$ cat src/rtl/dac_x0504_pkg.sv
// -----------------------------------------------------------------------------
// dac_x0504_pkg
// Shared constants and types for the DACx0504 update sequencer.
//   - register addresses of the DAC interface's OPB write port
//   - default TRIGGER data word (LDAC bit)
//   - sequencer state encoding
//   - dac_addr(): channel index -> DACn register address
// Optional feature macro used by files importing this package: DAC_SLEW_LIMIT_EN
// -----------------------------------------------------------------------------
package dac_x0504_pkg;

   localparam int NUM_CH = 4;

   localparam logic [3:0] ADDR_DAC0    = 4'h8;
   localparam logic [3:0] ADDR_DAC1    = 4'h9;
   localparam logic [3:0] ADDR_DAC2    = 4'hA;
   localparam logic [3:0] ADDR_DAC3    = 4'hB;
   localparam logic [3:0] ADDR_TRIGGER = 4'h5;

   localparam logic [15:0] TRIG_WORD_DEFAULT = 16'h0010;

   typedef enum logic [2:0] {
      ST_IDLE  = 3'd0,
      ST_SCAN  = 3'd1,
      ST_WRITE = 3'd2,
      ST_GAP   = 3'd3,
      ST_TRIG  = 3'd4,
      ST_TGAP  = 3'd5,
      ST_FIN   = 3'd6
   } seq_state_t;

   // DAC0..DAC3 registers are contiguous, so the address is a plain offset.
   function automatic logic [3:0] dac_addr(input logic [1:0] ch);
      return ADDR_DAC0 + {2'b00, ch};
   endfunction

endpackage

$ cat src/rtl/dac_slew_step.sv
// -----------------------------------------------------------------------------
// dac_slew_step
// Combinational next-code computation for one DAC channel.
// Ports:
//   shadow    in  16  last code written to this channel
//   target    in  16  requested setpoint
//   valid     in  1   shadow holds a code actually written since reset
//   next_code out 16  code to write in the next frame
// Macro DAC_SLEW_LIMIT_EN:
//   defined   - next_code = target clamped to shadow +/- SLEW_STEP (unsigned,
//               never wraps); an invalid shadow jumps straight to target.
//   undefined - next_code = target.
// -----------------------------------------------------------------------------
module dac_slew_step
   import dac_x0504_pkg::*;
#(
   parameter logic [15:0] SLEW_STEP = 16'd64
)
(
   input  logic [15:0] shadow,
   input  logic [15:0] target,
   input  logic        valid,
   output logic [15:0] next_code
);

`ifdef DAC_SLEW_LIMIT_EN
   // Distances are taken in the direction of travel, so shadow +/- SLEW_STEP
   // is only formed when it lies strictly between shadow and target: no wrap.
   always_comb begin
      next_code = target;
      if (valid) begin
         if (target > shadow) begin
            if ((target - shadow) > SLEW_STEP) next_code = shadow + SLEW_STEP;
         end else begin
            if ((shadow - target) > SLEW_STEP) next_code = shadow - SLEW_STEP;
         end
      end
   end
`else
   logic [32:0] unused_slew;
   assign unused_slew = {valid, shadow, SLEW_STEP};
   assign next_code   = target;
`endif

endmodule

$ cat src/rtl/dac_update_sequencer.sv
// -----------------------------------------------------------------------------
// dac_update_sequencer
// Upstream master for the DACx0504 SPI interface. Turns four channel setpoints
// into time-paced OPB register writes (DAC0..DAC3, then TRIGGER) so that all
// DAC outputs update together on the LDAC trigger.
//
// Ports:
//   OPB_CLK    in  1      single clock
//   OPB_RST_N  in  1      asynchronous active-low reset
//   SETPOINT   in  64     {ch3,ch2,ch1,ch0} 16-bit target codes
//   SP_LOAD    in  1      pulse: latch SETPOINT into the target registers
//   CH_MASK    in  4      channel enable; 0 = channel never written
//   START      in  1      pulse: request one update frame
//   PERIOD     in  PER_W  auto-frame interval in cycles; 0 = auto off
//   M_WE       out 1      one-cycle write strobe to the DAC interface
//   M_ADDR     out 4      register address (8..B = DAC0..3, 5 = TRIGGER)
//   M_DI       out 16     write data
//   BUSY       out 1      high from frame accept until the cycle after DONE
//   DONE       out 1      one-cycle pulse at frame end
//   FRAME_CNT  out 16     completed frames, wraps
//   DBG_STATE  out 3      current sequencer state (seq_state_t encoding)
//
// Handshake: the write port is strobe-only. M_ADDR/M_DI are valid exactly in
// the cycle M_WE=1 and hold their last value otherwise; the DAC interface has
// no ready, so flow control is purely temporal: M_WE pulses within a frame are
// exactly GAP_CYCLES apart (start to start), and DONE comes GAP_CYCLES-1
// cycles after the TRIGGER write.
//
// Optional feature macro: DAC_SLEW_LIMIT_EN (per-frame slew limiting with
// automatic re-run until every enabled channel reaches its target).
// -----------------------------------------------------------------------------
module dac_update_sequencer
   import dac_x0504_pkg::*;
#(
   parameter int          GAP_CYCLES = 256,
   parameter logic [15:0] TRIG_WORD  = TRIG_WORD_DEFAULT,
   parameter logic [15:0] SLEW_STEP  = 16'd64,
   parameter int          PER_W      = 24
)
(
   input  logic             OPB_CLK,
   input  logic             OPB_RST_N,
   input  logic [63:0]      SETPOINT,
   input  logic             SP_LOAD,
   input  logic [3:0]       CH_MASK,
   input  logic             START,
   input  logic [PER_W-1:0] PERIOD,
   output logic             M_WE,
   output logic [3:0]       M_ADDR,
   output logic [15:0]      M_DI,
   output logic             BUSY,
   output logic             DONE,
   output logic [15:0]      FRAME_CNT,
   output logic [2:0]       DBG_STATE
);

   localparam int GAP_W = (GAP_CYCLES > 2) ? $clog2(GAP_CYCLES) : 1;
   // Last value of the gap counter: WRITE/TRIG occupy one cycle and SCAN one
   // more, so the wait itself is GAP_CYCLES-2 cycles long.
   localparam logic [GAP_W-1:0] GAP_LAST = GAP_W'(GAP_CYCLES - 2);

   seq_state_t       state;
   logic [15:0]      target     [NUM_CH];
   logic [15:0]      shadow     [NUM_CH];
   logic [NUM_CH-1:0] shadow_vld;
   logic [15:0]      next_code  [NUM_CH];
   logic [NUM_CH-1:0] need_wr;
   logic [2:0]       scan_from;
   logic             wrote;
   logic             pending;
   logic [GAP_W-1:0] gap_cnt;
   logic             gap_done;
   logic [PER_W-1:0] per_cnt;
   logic             per_tick;
   logic             frame_req;
   logic             rerun;
   logic             sel_found;
   logic [1:0]       sel_idx;

   // ---------------------------------------------------------------- targets
   always_ff @(posedge OPB_CLK or negedge OPB_RST_N) begin
      if (!OPB_RST_N) begin
         for (int i = 0; i < NUM_CH; i++) target[i] <= '0;
      end else if (SP_LOAD) begin
         for (int i = 0; i < NUM_CH; i++) target[i] <= SETPOINT[16*i +: 16];
      end
   end

   // ---------------------------------------------------------- period timer
   // Free-running so that a tick landing mid-frame is remembered as pending.
   assign per_tick = (PERIOD != '0) && (per_cnt >= (PERIOD - 1'b1));

   always_ff @(posedge OPB_CLK or negedge OPB_RST_N) begin
      if (!OPB_RST_N) begin
         per_cnt <= '0;
      end else if ((PERIOD == '0) || per_tick) begin
         per_cnt <= '0;
      end else begin
         per_cnt <= per_cnt + 1'b1;
      end
   end

   assign frame_req = START || per_tick;

   // ---------------------------------------------------- per-channel next code
   for (genvar g = 0; g < NUM_CH; g++) begin : g_ch
      dac_slew_step #(
         .SLEW_STEP (SLEW_STEP)
      ) u_step (
         .shadow    (shadow[g]),
         .target    (target[g]),
         .valid     (shadow_vld[g]),
         .next_code (next_code[g])
      );
      assign need_wr[g] = CH_MASK[g] && (!shadow_vld[g] || (next_code[g] != shadow[g]));
   end

   // Lowest channel at or above scan_from that still needs a write.
   always_comb begin
      sel_found = 1'b0;
      sel_idx   = 2'd0;
      for (int i = NUM_CH - 1; i >= 0; i--) begin
         if (need_wr[i] && (3'(i) >= scan_from)) begin
            sel_found = 1'b1;
            sel_idx   = 2'(i);
         end
      end
   end

`ifdef DAC_SLEW_LIMIT_EN
   // Any enabled channel still short of its target forces another frame.
   always_comb begin
      rerun = 1'b0;
      for (int i = 0; i < NUM_CH; i++) begin
         if (CH_MASK[i] && (!shadow_vld[i] || (shadow[i] != target[i]))) rerun = 1'b1;
      end
   end
`else
   assign rerun = 1'b0;
`endif

   assign gap_done = (gap_cnt == GAP_LAST);

   // ------------------------------------------------------------------- FSM
   always_ff @(posedge OPB_CLK or negedge OPB_RST_N) begin
      if (!OPB_RST_N) begin
         state      <= ST_IDLE;
         M_WE       <= 1'b0;
         M_ADDR     <= '0;
         M_DI       <= '0;
         BUSY       <= 1'b0;
         DONE       <= 1'b0;
         FRAME_CNT  <= '0;
         pending    <= 1'b0;
         wrote      <= 1'b0;
         scan_from  <= '0;
         gap_cnt    <= '0;
         shadow_vld <= '0;
         for (int i = 0; i < NUM_CH; i++) shadow[i] <= '0;
      end else begin
         M_WE <= 1'b0;
         DONE <= 1'b0;

         // Single-depth request memory; IDLE and FIN consume requests directly.
         if (frame_req && (state != ST_IDLE) && (state != ST_FIN)) pending <= 1'b1;

         case (state)
            ST_IDLE: begin
               if (frame_req || pending) begin
                  state     <= ST_SCAN;
                  BUSY      <= 1'b1;
                  pending   <= 1'b0;
                  wrote     <= 1'b0;
                  scan_from <= '0;
               end
            end

            ST_SCAN: begin
               if (sel_found) begin
                  M_WE                <= 1'b1;
                  M_ADDR              <= dac_addr(sel_idx);
                  M_DI                <= next_code[sel_idx];
                  shadow[sel_idx]     <= next_code[sel_idx];
                  shadow_vld[sel_idx] <= 1'b1;
                  scan_from           <= {1'b0, sel_idx} + 3'd1;
                  wrote               <= 1'b1;
                  state               <= ST_WRITE;
               end else if (wrote) begin
                  M_WE   <= 1'b1;
                  M_ADDR <= ADDR_TRIGGER;
                  M_DI   <= TRIG_WORD;
                  state  <= ST_TRIG;
               end else begin
                  // Nothing changed: finish without touching LDAC.
                  DONE      <= 1'b1;
                  FRAME_CNT <= FRAME_CNT + 16'd1;
                  state     <= ST_FIN;
               end
            end

            ST_WRITE: begin
               gap_cnt <= GAP_W'(1);
               state   <= (GAP_CYCLES == 2) ? ST_SCAN : ST_GAP;
            end

            ST_GAP: begin
               if (gap_done) state <= ST_SCAN;
               else          gap_cnt <= gap_cnt + 1'b1;
            end

            ST_TRIG: begin
               gap_cnt <= GAP_W'(1);
               if (GAP_CYCLES == 2) begin
                  DONE      <= 1'b1;
                  FRAME_CNT <= FRAME_CNT + 16'd1;
                  state     <= ST_FIN;
               end else begin
                  state <= ST_TGAP;
               end
            end

            ST_TGAP: begin
               if (gap_done) begin
                  DONE      <= 1'b1;
                  FRAME_CNT <= FRAME_CNT + 16'd1;
                  state     <= ST_FIN;
               end else begin
                  gap_cnt <= gap_cnt + 1'b1;
               end
            end

            ST_FIN: begin
               // Back-to-back frame: BUSY stays high, next SCAN is the next cycle.
               if (frame_req || pending || rerun) begin
                  state     <= ST_SCAN;
                  pending   <= 1'b0;
                  wrote     <= 1'b0;
                  scan_from <= '0;
               end else begin
                  state <= ST_IDLE;
                  BUSY  <= 1'b0;
               end
            end

            default: state <= ST_IDLE;
         endcase
      end
   end

   assign DBG_STATE = state;

endmodule
$ cat config.mk
export PLATFORM = sky130hd
export DESIGN_NAME = dac_update_sequencer
export DESIGN_NICKNAME = d
export VERILOG_FILES = /design/src/rtl/dac_x0504_pkg.sv /design/src/rtl/dac_slew_step.sv /design/src/rtl/dac_update_sequencer.sv
export SDC_FILE = /design/constraint.sdc
export NUM_CORES = 1
export LEC_CHECK = 0
export ABC_AREA = 1
export BUFFER_PORTS_ARGS = -buffer_cell sky130_fd_sc_hd__buf_2
export CAP_MARGIN = 20
export CORE_UTILIZATION = 40
export CTS_CLUSTER_SIZE = 30
export DETAILED_ROUTE_END_ITERATION = 10
export SKIP_CTS_REPAIR_TIMING = 1
export SYNTH_ARGS = -nofsm -noshare
export SYNTH_HDL_FRONTEND = slang
export SYNTH_SLANG_ARGS = --single-unit
export TNS_END_PERCENT = 20
$ cat constraint.sdc
create_clock -name OPB_CLK -period 5.8 [get_ports OPB_CLK]
set_input_delay 0.87 -clock OPB_CLK [delete_from_list [all_inputs] [get_ports OPB_CLK]]
set_output_delay 0.87 -clock OPB_CLK [all_outputs]
set_load 0.02 [all_outputs]
==> results of run 1 <==
worst max-delay path: stages:
cell                      delay, ps
sky130_fd_sc_hd__buf_2           90
sky130_fd_sc_hd__inv_1          110
sky130_fd_sc_hd__ha_1           200
sky130_fd_sc_hd__inv_1           60
sky130_fd_sc_hd__nor3_1         260
sky130_fd_sc_hd__nand2_1        180
sky130_fd_sc_hd__nor3_1         160
sky130_fd_sc_hd__inv_1          100
sky130_fd_sc_hd__nor3_2         150
sky130_fd_sc_hd__nand3_1        170
sky130_fd_sc_hd__nor3_2         190
sky130_fd_sc_hd__nand3_1         90
sky130_fd_sc_hd__o21ai_0         90
sky130_fd_sc_hd__inv_1           70
sky130_fd_sc_hd__ha_1           270
sky130_fd_sc_hd__nand2_1         60
sky130_fd_sc_hd__nor2_1         140
sky130_fd_sc_hd__nand2_1         90
sky130_fd_sc_hd__nor2_1          90
sky130_fd_sc_hd__nand3_1         80
sky130_fd_sc_hd__nand2_1         90
sky130_fd_sc_hd__nor2_1          40
sky130_fd_sc_hd__buf_4          180
sky130_fd_sc_hd__inv_1          360
sky130_fd_sc_hd__a21oi_1         80
sky130_fd_sc_hd__o21a_1         120
flip-flops by register name, summed over array words and instances (netlist names):
name / flops
shadow_vld: 4
shadow: 64
M_DI: 16
BUSY: 1
target: 64
DONE: 1
per_cnt: 24
wrote: 1
pending: 1
DBG_STATE: 3
scan_from: 3
M_WE: 1
gap_cnt: 8
FRAME_CNT: 16
M_ADDR: 4
per-stage QoR:
| stage | hold slack [ps] | total power (W) | instance area (um^2) | setup slack (ps) | utilization [%] |
|---|---|---|---|---|---|
| after floorplan | 422 | 0.00394 | 11600 | 1900 | - |
| after global placement | 435 | 0.00455 | 12600 | 1380 | 44.0 |
| after detailed placement | 441 | 0.00460 | 12600 | 1260 | 44.0 |
| after CTS | 457 | 0.00622 | 13400 | 1800 | 46.9 |
| after global routing | 475 | 0.00663 | 13400 | 1350 | 46.9 |
| final | 407 | 0.00617 | 13400 | 1810 | 46.9 |
report_power, final:
part / switching (W) / internal [W]
registers: 0.000306 / 0.00187
logic: 0.00165 / 0.000742
clock network: 0.000620 / 0.000978
total: 0.00257 / 0.00359
layer usage:
layer	vias to the layer above	global-route usage (%)	share of wire, %
met5	-	0	0
met2	221	34.5	47
met4	0	5.32	2.6
li1	4917	-	-
met3	47	2.68	4.0
met1	4561	28.0	47
cells in the mapped netlist, drive strengths merged:
cell,n
a211oi,3
ha,34
o21a,2
a21oi,31
nand4,12
nand3,179
nor3b,1
nand3b,7
mux2,22
nor2,106
nor3,29
o21ai,90
xor2,30
clkbuf,13
dfrtp,211
inv,157
or2,3
and3,1
nor4,3
o22ai,2
buf,26
xnor2,28
o211ai,2
nand2,458
path summary, 6_finish.rpt:
path / start / to / depth (start not counted) / slack, ps
worst min register to register: shadow_vld[3] / shadow_vld[3] / 2 / 460
worst max register to register: target[26] / shadow[9] / 17 / 2060
min in group OPB_CLK: shadow_vld[3] / shadow_vld[3] / 2 / 460
worst max-delay path: PERIOD[0] / per_cnt[20] / 26 / 1810
worst min-delay path: OPB_RST_N / per_cnt[17] / 1 / 410
max in group asynchronous: OPB_RST_N / target[52] / 2 / 4300
final cells by class:
cell class                 instances  share of cell area [%]
multi-input combinational       1043                    40.9
clock buffer                      38                    5.61
tap                              384                    3.58
clock inverter                     6                   0.680
timing repair buffer             140                    5.45
inverter                         157                    4.48
sequential                       211                    39.3
logic make-up after synthesis:
kind of cell / count (synthesis) / synth area share [%]
buf+inv: 196 / 7.42
flops: 211 / 45.4
simple gates: 799 / 31.3
xor+xnor: 58 / 4.37
mux: 22 / 2.13
fa+ha+maj: 34 / 3.66
compound gates: 130 / 5.76
layout by cell type, fill, tap and decap left out, drive strengths merged:
cell | netlist | routed
nand2 | 458 | 458
dfrtp | 211 | 211
nand3 | 179 | 179
inv | 157 | 157
buf | 26 | 139
nor2 | 106 | 106
o21ai | 90 | 90
clkbuf | 13 | 39
ha | 34 | 34
a21oi | 31 | 31
xor2 | 30 | 30
nor3 | 29 | 29
xnor2 | 28 | 28
mux2 | 22 | 22
nand4 | 12 | 12
nand3b | 7 | 7
clkinv | 0 | 4
nor4 | 3 | 3
a211oi | 3 | 3
or2 | 3 | 3
o22ai | 2 | 2
o211ai | 2 | 2
o21a | 2 | 2
bufinv | 0 | 2
nor3b | 1 | 1
and3 | 1 | 1
==> results.yml, run 1 <==
clock_tree:
  number_of_sinks_on_the_clock_net: 211
  clock_root_cell: "sky130_fd_sc_hd__clkbuf_16"
  clock_transition_time_at_the_flip_flop_clock_pins_of_the_worst_setup_and_hold_paths_ps: 60
  worst_skew_pair.late_latency_ps: 530
  max_h_tree_level: 1
  cts_buffer_depth: 3
  cts_tree: "built"
  cts_made_buffers: 24
synthesis:
  synth_area_leaders: "sky130_fd_sc_hd__dfrtp_1 (45%), sky130_fd_sc_hd__nand2_1 (14%), sky130_fd_sc_hd__nand3_1 (7.0%)"
  synth_top_cell_area_share_pct: 45.4
  synthesis.yosys.warnings: 0
  synthDominantAreaCellType: "sky130_fd_sc_hd__dfrtp_1"
  seq_cells_post_synth: 211
  syn-mean-instance-area_um2: 8.02
  mappedNetlistArea_um2: 11600
  ys_seq_area_share_pct: 45.4
  syn_nets: 1580
  netlist-cell-type-count: 41
  syn-instance-count: 1450
placed_design:
  gp_congestion: 0.820
  io_buffer_count: 137
  post-place-cells: 1935
  dp_hpwl_um: 21100
global_route:
  gr_ovfl_total: 0
  pin_count_of_the_biggest_net_entering_global_routing: 109
  first_pass_grt_wire_length_um: 49800
  first_global_vias: 9578
  global_route_usage_over_all_layers_pct: 20.6
  number_of_antenna_violations_at_the_first_check_in_global_routing: 0
finish:
  finish.net_count: 1707
  area_of_combinational_cells_with_multiple_inputs_um2: 5490
  drive_gt1_share_pct: 15.7
  area.growth.synth_to_final_pct: 15.4
  regArea_um2: 5280
  layoutNonFillerInstCount: 1979
  n_diodes: 0
  n_fill_cell: 2863
worst_setup_path:
  crit_path_end_kind: "register"
  path_max_fanout: 16
  worst-endpoint-required_ps: 6200
  crit_path_start_kind: "input port"
  worst-setup-path-type: "input port to register"
  cp_data_arrival_time_ps: 4390
sta:
  relSlewSlack_pct: 38.5
  worst-slew-pin-transition_ps: 920
  clock-skew-final_ps: 31.3
  final_worst_path_period_share_pct: 68.9
  maxSlewViolCount: 0
  final.min_clock_period_ps: 3990
  fmax_ghz: 0.250
  hold_violations: 0
  fin_setup_tns_ps: 0
  report.final.setup_viol: 0
  rsz0062_at_grt: "no"
detailed_routing:
  routed-via-count: 9746
  vias_per_cell: 4.92
  wl_per_cell_um: 15.1
  detail_route.iter0.violations: 621
  route.final.wire_length_um: 30000
  antenna_violating_nets_left: 0
  drcViolationCount: 0
  dr_pass1_iterations: 5
die:
  dieHeight_um: 173
  fp.dieArea_um2: 29800
  boundaryPins: 138
  floorplan.initialDensity_pct: 40.7
  placeableCoreArea_um2: 28600
  die_x_um: 173
  core.rowCount: 62
power_and_ir_drop:
  vdd.ir_drop.worst_v: 0.000297
  power_density_nw_per_um2: 459
  power_leakage_nw: 6.83
hold_path:
  type_of_the_worst_min_delay_path: "input port to async pin"
outcome:
  status: "complete, no violations"
flow_run:
  drv.max_cap_violation_count: 0
Power figures use the tool's default switching activity.
==> inputs of run 2 (changes only) <==
- ABC_AREA: 1 -> 0
- clock period: 5.8 -> 3.4 ns (I/O delays scaled with it)
==> run 2 against run 1 <==
Compared with the run above:
- the run now ends with design-rule violations, negative setup slack left
- clock skew shrank 15 ps
- critical path type unchanged
- critical path depth shrank 11
- routed wire length shrank 13%
- worst hold slack lost 400 ps
- sequential share of layout area grew 0.48 points
- cell count shrank 27%
- clock power grew 61%
- synthesized cell count shrank 37%
- clock-buffer cell count shrank 1
- synthesized area shrank 7.5%
- largest power group is now registers
- sequential cell count is the same
- register-to-register slack lost 1800 ps
- critical endpoint is now BUSY
==> results.yml, run 2 <==
outcome:
  status: "complete, but fails checks"
  violations_in_the_final_reports: "design-rule violations, negative setup slack"
flow_run:
  drv.max_cap_violation_count: 0
die:
  placeableCoreArea_um2: 26200
  die_x_um: 166
  fp.dieArea_um2: 27600
  floorplan.initialDensity_pct: 41.1
  core.rowCount: 59
  boundaryPins: 138
  dieHeight_um: 166
synthesis:
  seq_cells_post_synth: 211
  mappedNetlistArea_um2: 10800
  syn-mean-instance-area_um2: 11.9
  ys_seq_area_share_pct: 49.1
  synthDominantAreaCellType: "sky130_fd_sc_hd__dfrtp_1"
  synth-async-reset-ratio_pct: 100
  syn-instance-count: 908
  netlist-cell-type-count: 49
  syn_nets: 1038
  dominantRegCellSynth: "sky130_fd_sc_hd__dfrtp_1"
  synth_area_leaders: "sky130_fd_sc_hd__dfrtp_1 (49%), sky130_fd_sc_hd__mux2_2 (11%), sky130_fd_sc_hd__xnor2_1 (5.8%)"
  synth_top_cell_area_share_pct: 49.1
  ys_top_cells_by_count: "sky130_fd_sc_hd__dfrtp_1 (211), sky130_fd_sc_hd__mux2_2 (104), sky130_fd_sc_hd__xnor2_1 (71)"
  synthesis.yosys.warnings: 0
  edff_count_synth: 0
  post-synth-top-count-cell: "sky130_fd_sc_hd__dfrtp_1"
power_and_ir_drop:
  vdd.ir_drop.worst_v: 0.000441
  power_density_nw_per_um2: 624
  power_leakage_nw: 6.26
detailed_routing:
  wl_per_cell_um: 18.0
  routed-via-count: 7507
  drcViolationCount: 10
  dr_pass1_iterations: 8
  antenna_violating_nets_left: 0
  vias_per_cell: 5.16
  route.final.wire_length_um: 26200
  detail_route.iter0.violations: 478
sta:
  clock-skew-final_ps: 16.1
  relSlewSlack_pct: 47.5
  worst-slew-pin-transition_ps: 788
  rsz0062_at_grt: "yes"
  hold_violations: 0
  fin_setup_tns_ps: -54.5
  report.final.setup_viol: 1
  timing.final.ws_setup_ps: -54.5
  maxSlewViolCount: 0
  fmax_ghz: 0.289
  final.min_clock_period_ps: 3450
  final_worst_path_period_share_pct: 102
clock_tree:
  worst_skew_pair.late_latency_ps: 510
  cts_made_buffers: 25
  max_h_tree_level: 1
  cts_tree: "built"
  clock_transition_time_at_the_flip_flop_clock_pins_of_the_worst_setup_and_hold_paths_ps: 60
  number_of_sinks_on_the_clock_net: 211
  cts_buffer_depth: 3
  clock_root_cell: "sky130_fd_sc_hd__clkbuf_16"
finish:
  n_fill_cell: 2346
  n_diodes: 0
  area.growth.synth_to_final_pct: 23.3
  drive_gt1_share_pct: 34.2
  layoutNonFillerInstCount: 1454
  final_common_cell: "sky130_fd_sc_hd__dfrtp_1"
  regArea_um2: 5280
  finish.net_count: 1232
  commonest_cells_after_routing_fill_and_taps_aside: "sky130_fd_sc_hd__dfrtp_1 (211), sky130_fd_sc_hd__buf_2 (134), sky130_fd_sc_hd__mux2_2 (104)"
  fin_util_pct: 50.6
  reg_top3: "shadow (64), target (64), per_cnt (24)"
  area_of_combinational_cells_with_multiple_inputs_um2: 5390
placed_design:
  gp_congestion: 0.791
  post-place-cells: 1402
  dp_hpwl_um: 19000
  io_buffer_count: 137
worst_setup_path:
  cp_data_arrival_time_ps: 3840
  path_max_fanout: 5
  worst-setup-path-type: "input port to register"
  worst-endpoint-required_ps: 3790
  cpMaxStageDelayCell: "sky130_fd_sc_hd__or4_4"
  cp_cell_sequence: "buf_6 > or4_4 > nor3_4 > nand4_1 > nor4_2 > xnor2_1 > ha_1 > a21o_1 > a21o_1 > a21oi_1 > o21ai_1 > a211o_1 > a31oi_4 > nand3b_1 > a211o_1"
  crit_path_start_kind: "input port"
  largest_incremental_delay_on_the_critical_path_ps: 550
  crit_path_end_kind: "register"
global_route:
  number_of_antenna_violations_at_the_first_check_in_global_routing: 0
  first_global_vias: 7657
  gr_ovfl_total: 0
  global_route_usage_over_all_layers_pct: 18.8
  pin_count_of_the_biggest_net_entering_global_routing: 70
  first_pass_grt_wire_length_um: 41400
hold_path:
  type_of_the_worst_min_delay_path: "input port to async pin"
## run 2: changes by cell type after synthesis, sizes merged, moves of 17 or more
cell / change
a21oi: -17
inv: -139
mux2: +109
mux2i: +49
nand2: -425
nand3: -137
nor2: -46
o21ai: -80
xnor2: +43
xor2: +24
## run 2: worst paths after layout
| path | startpoint | end | slack, ps | cells after the start |
|---|---|---|---|---|
| setup / recovery | PERIOD[3] | BUSY | -50 | 15 |
| hold / removal | OPB_RST_N | per_cnt[4] | 5 | 1 |
| setup reg to reg | shadow[58] | shadow[56] | 270 | 10 |
| hold reg to reg | shadow_vld[3] | shadow_vld[3] | 460 | 1 |
| max in group asynchronous | OPB_RST_N | M_DI[3] | 2530 | 2 |
| min in group OPB_CLK | SETPOINT[17] | target[33] | 230 | 2 |
## run 2: worst max-delay path, delay by kind of cell
family	cells	cell delay, ps
xor+xnor	1	170
compound gates	7	1340
fa+ha+maj	1	270
buf+inv	1	90
simple gates	5	1460
## run 2: stage by stage
stage                     hold slack, ps  area (um^2)  power, W  worst slack, ps
after floorplan                      214        10800   0.00482             -350
after CTS                           25.7        13000   0.00828            -46.9
after global placement               443        12200   0.00560             -495
final                               5.16        13300   0.00828            -54.5
after detailed placement             447        12200   0.00565             -580
after global routing                34.4        13300   0.00873             -242
## run 2: final cells by class
cell class	instances	share of cell area (%)
Sequential cell	211	39.8
Clock buffer	37	5.28
Timing Repair Buffer	201	9.99
Multi-Input combinational cell	645	40.6
Tap cell	335	3.16
Inverter	18	0.509
Clock inverter	7	0.669
## run 2: cell families (layout without fill, tap and decap cells)
group	Yosys count	count (layout)	synth area share, %
AND/OR/NAND/NOR	237	237	11.5
flip-flops	211	211	49.1
multiplexers	180	180	18.4
XOR/XNOR	125	125	10.2
AO/OA/AOI/OAI	69	69	4.56
buffers and inverters	52	263	2.43
adder cells (fa/ha/maj)	34	34	3.95
## run 2: per-layer routing
metal,vias up,wire (um),GRT usage (%)
li1,3614,-,-
met1,3713,12400,26.5
met2,150,12300,30.5
met3,30,1030,2.79
met4,0,426,4.35
met5,-,0,0
## run 2: report_power, final
group | leakage [nW] | switching, W | total (W) | internal, W
clock network | 0.389 | 0.00100 | 0.00257 | 0.00157
registers | 2.68 | 0.000450 | 0.00345 | 0.00300
logic | 3.19 | 0.00119 | 0.00225 | 0.00106
total | 6.26 | 0.00264 | 0.00828 | 0.00564
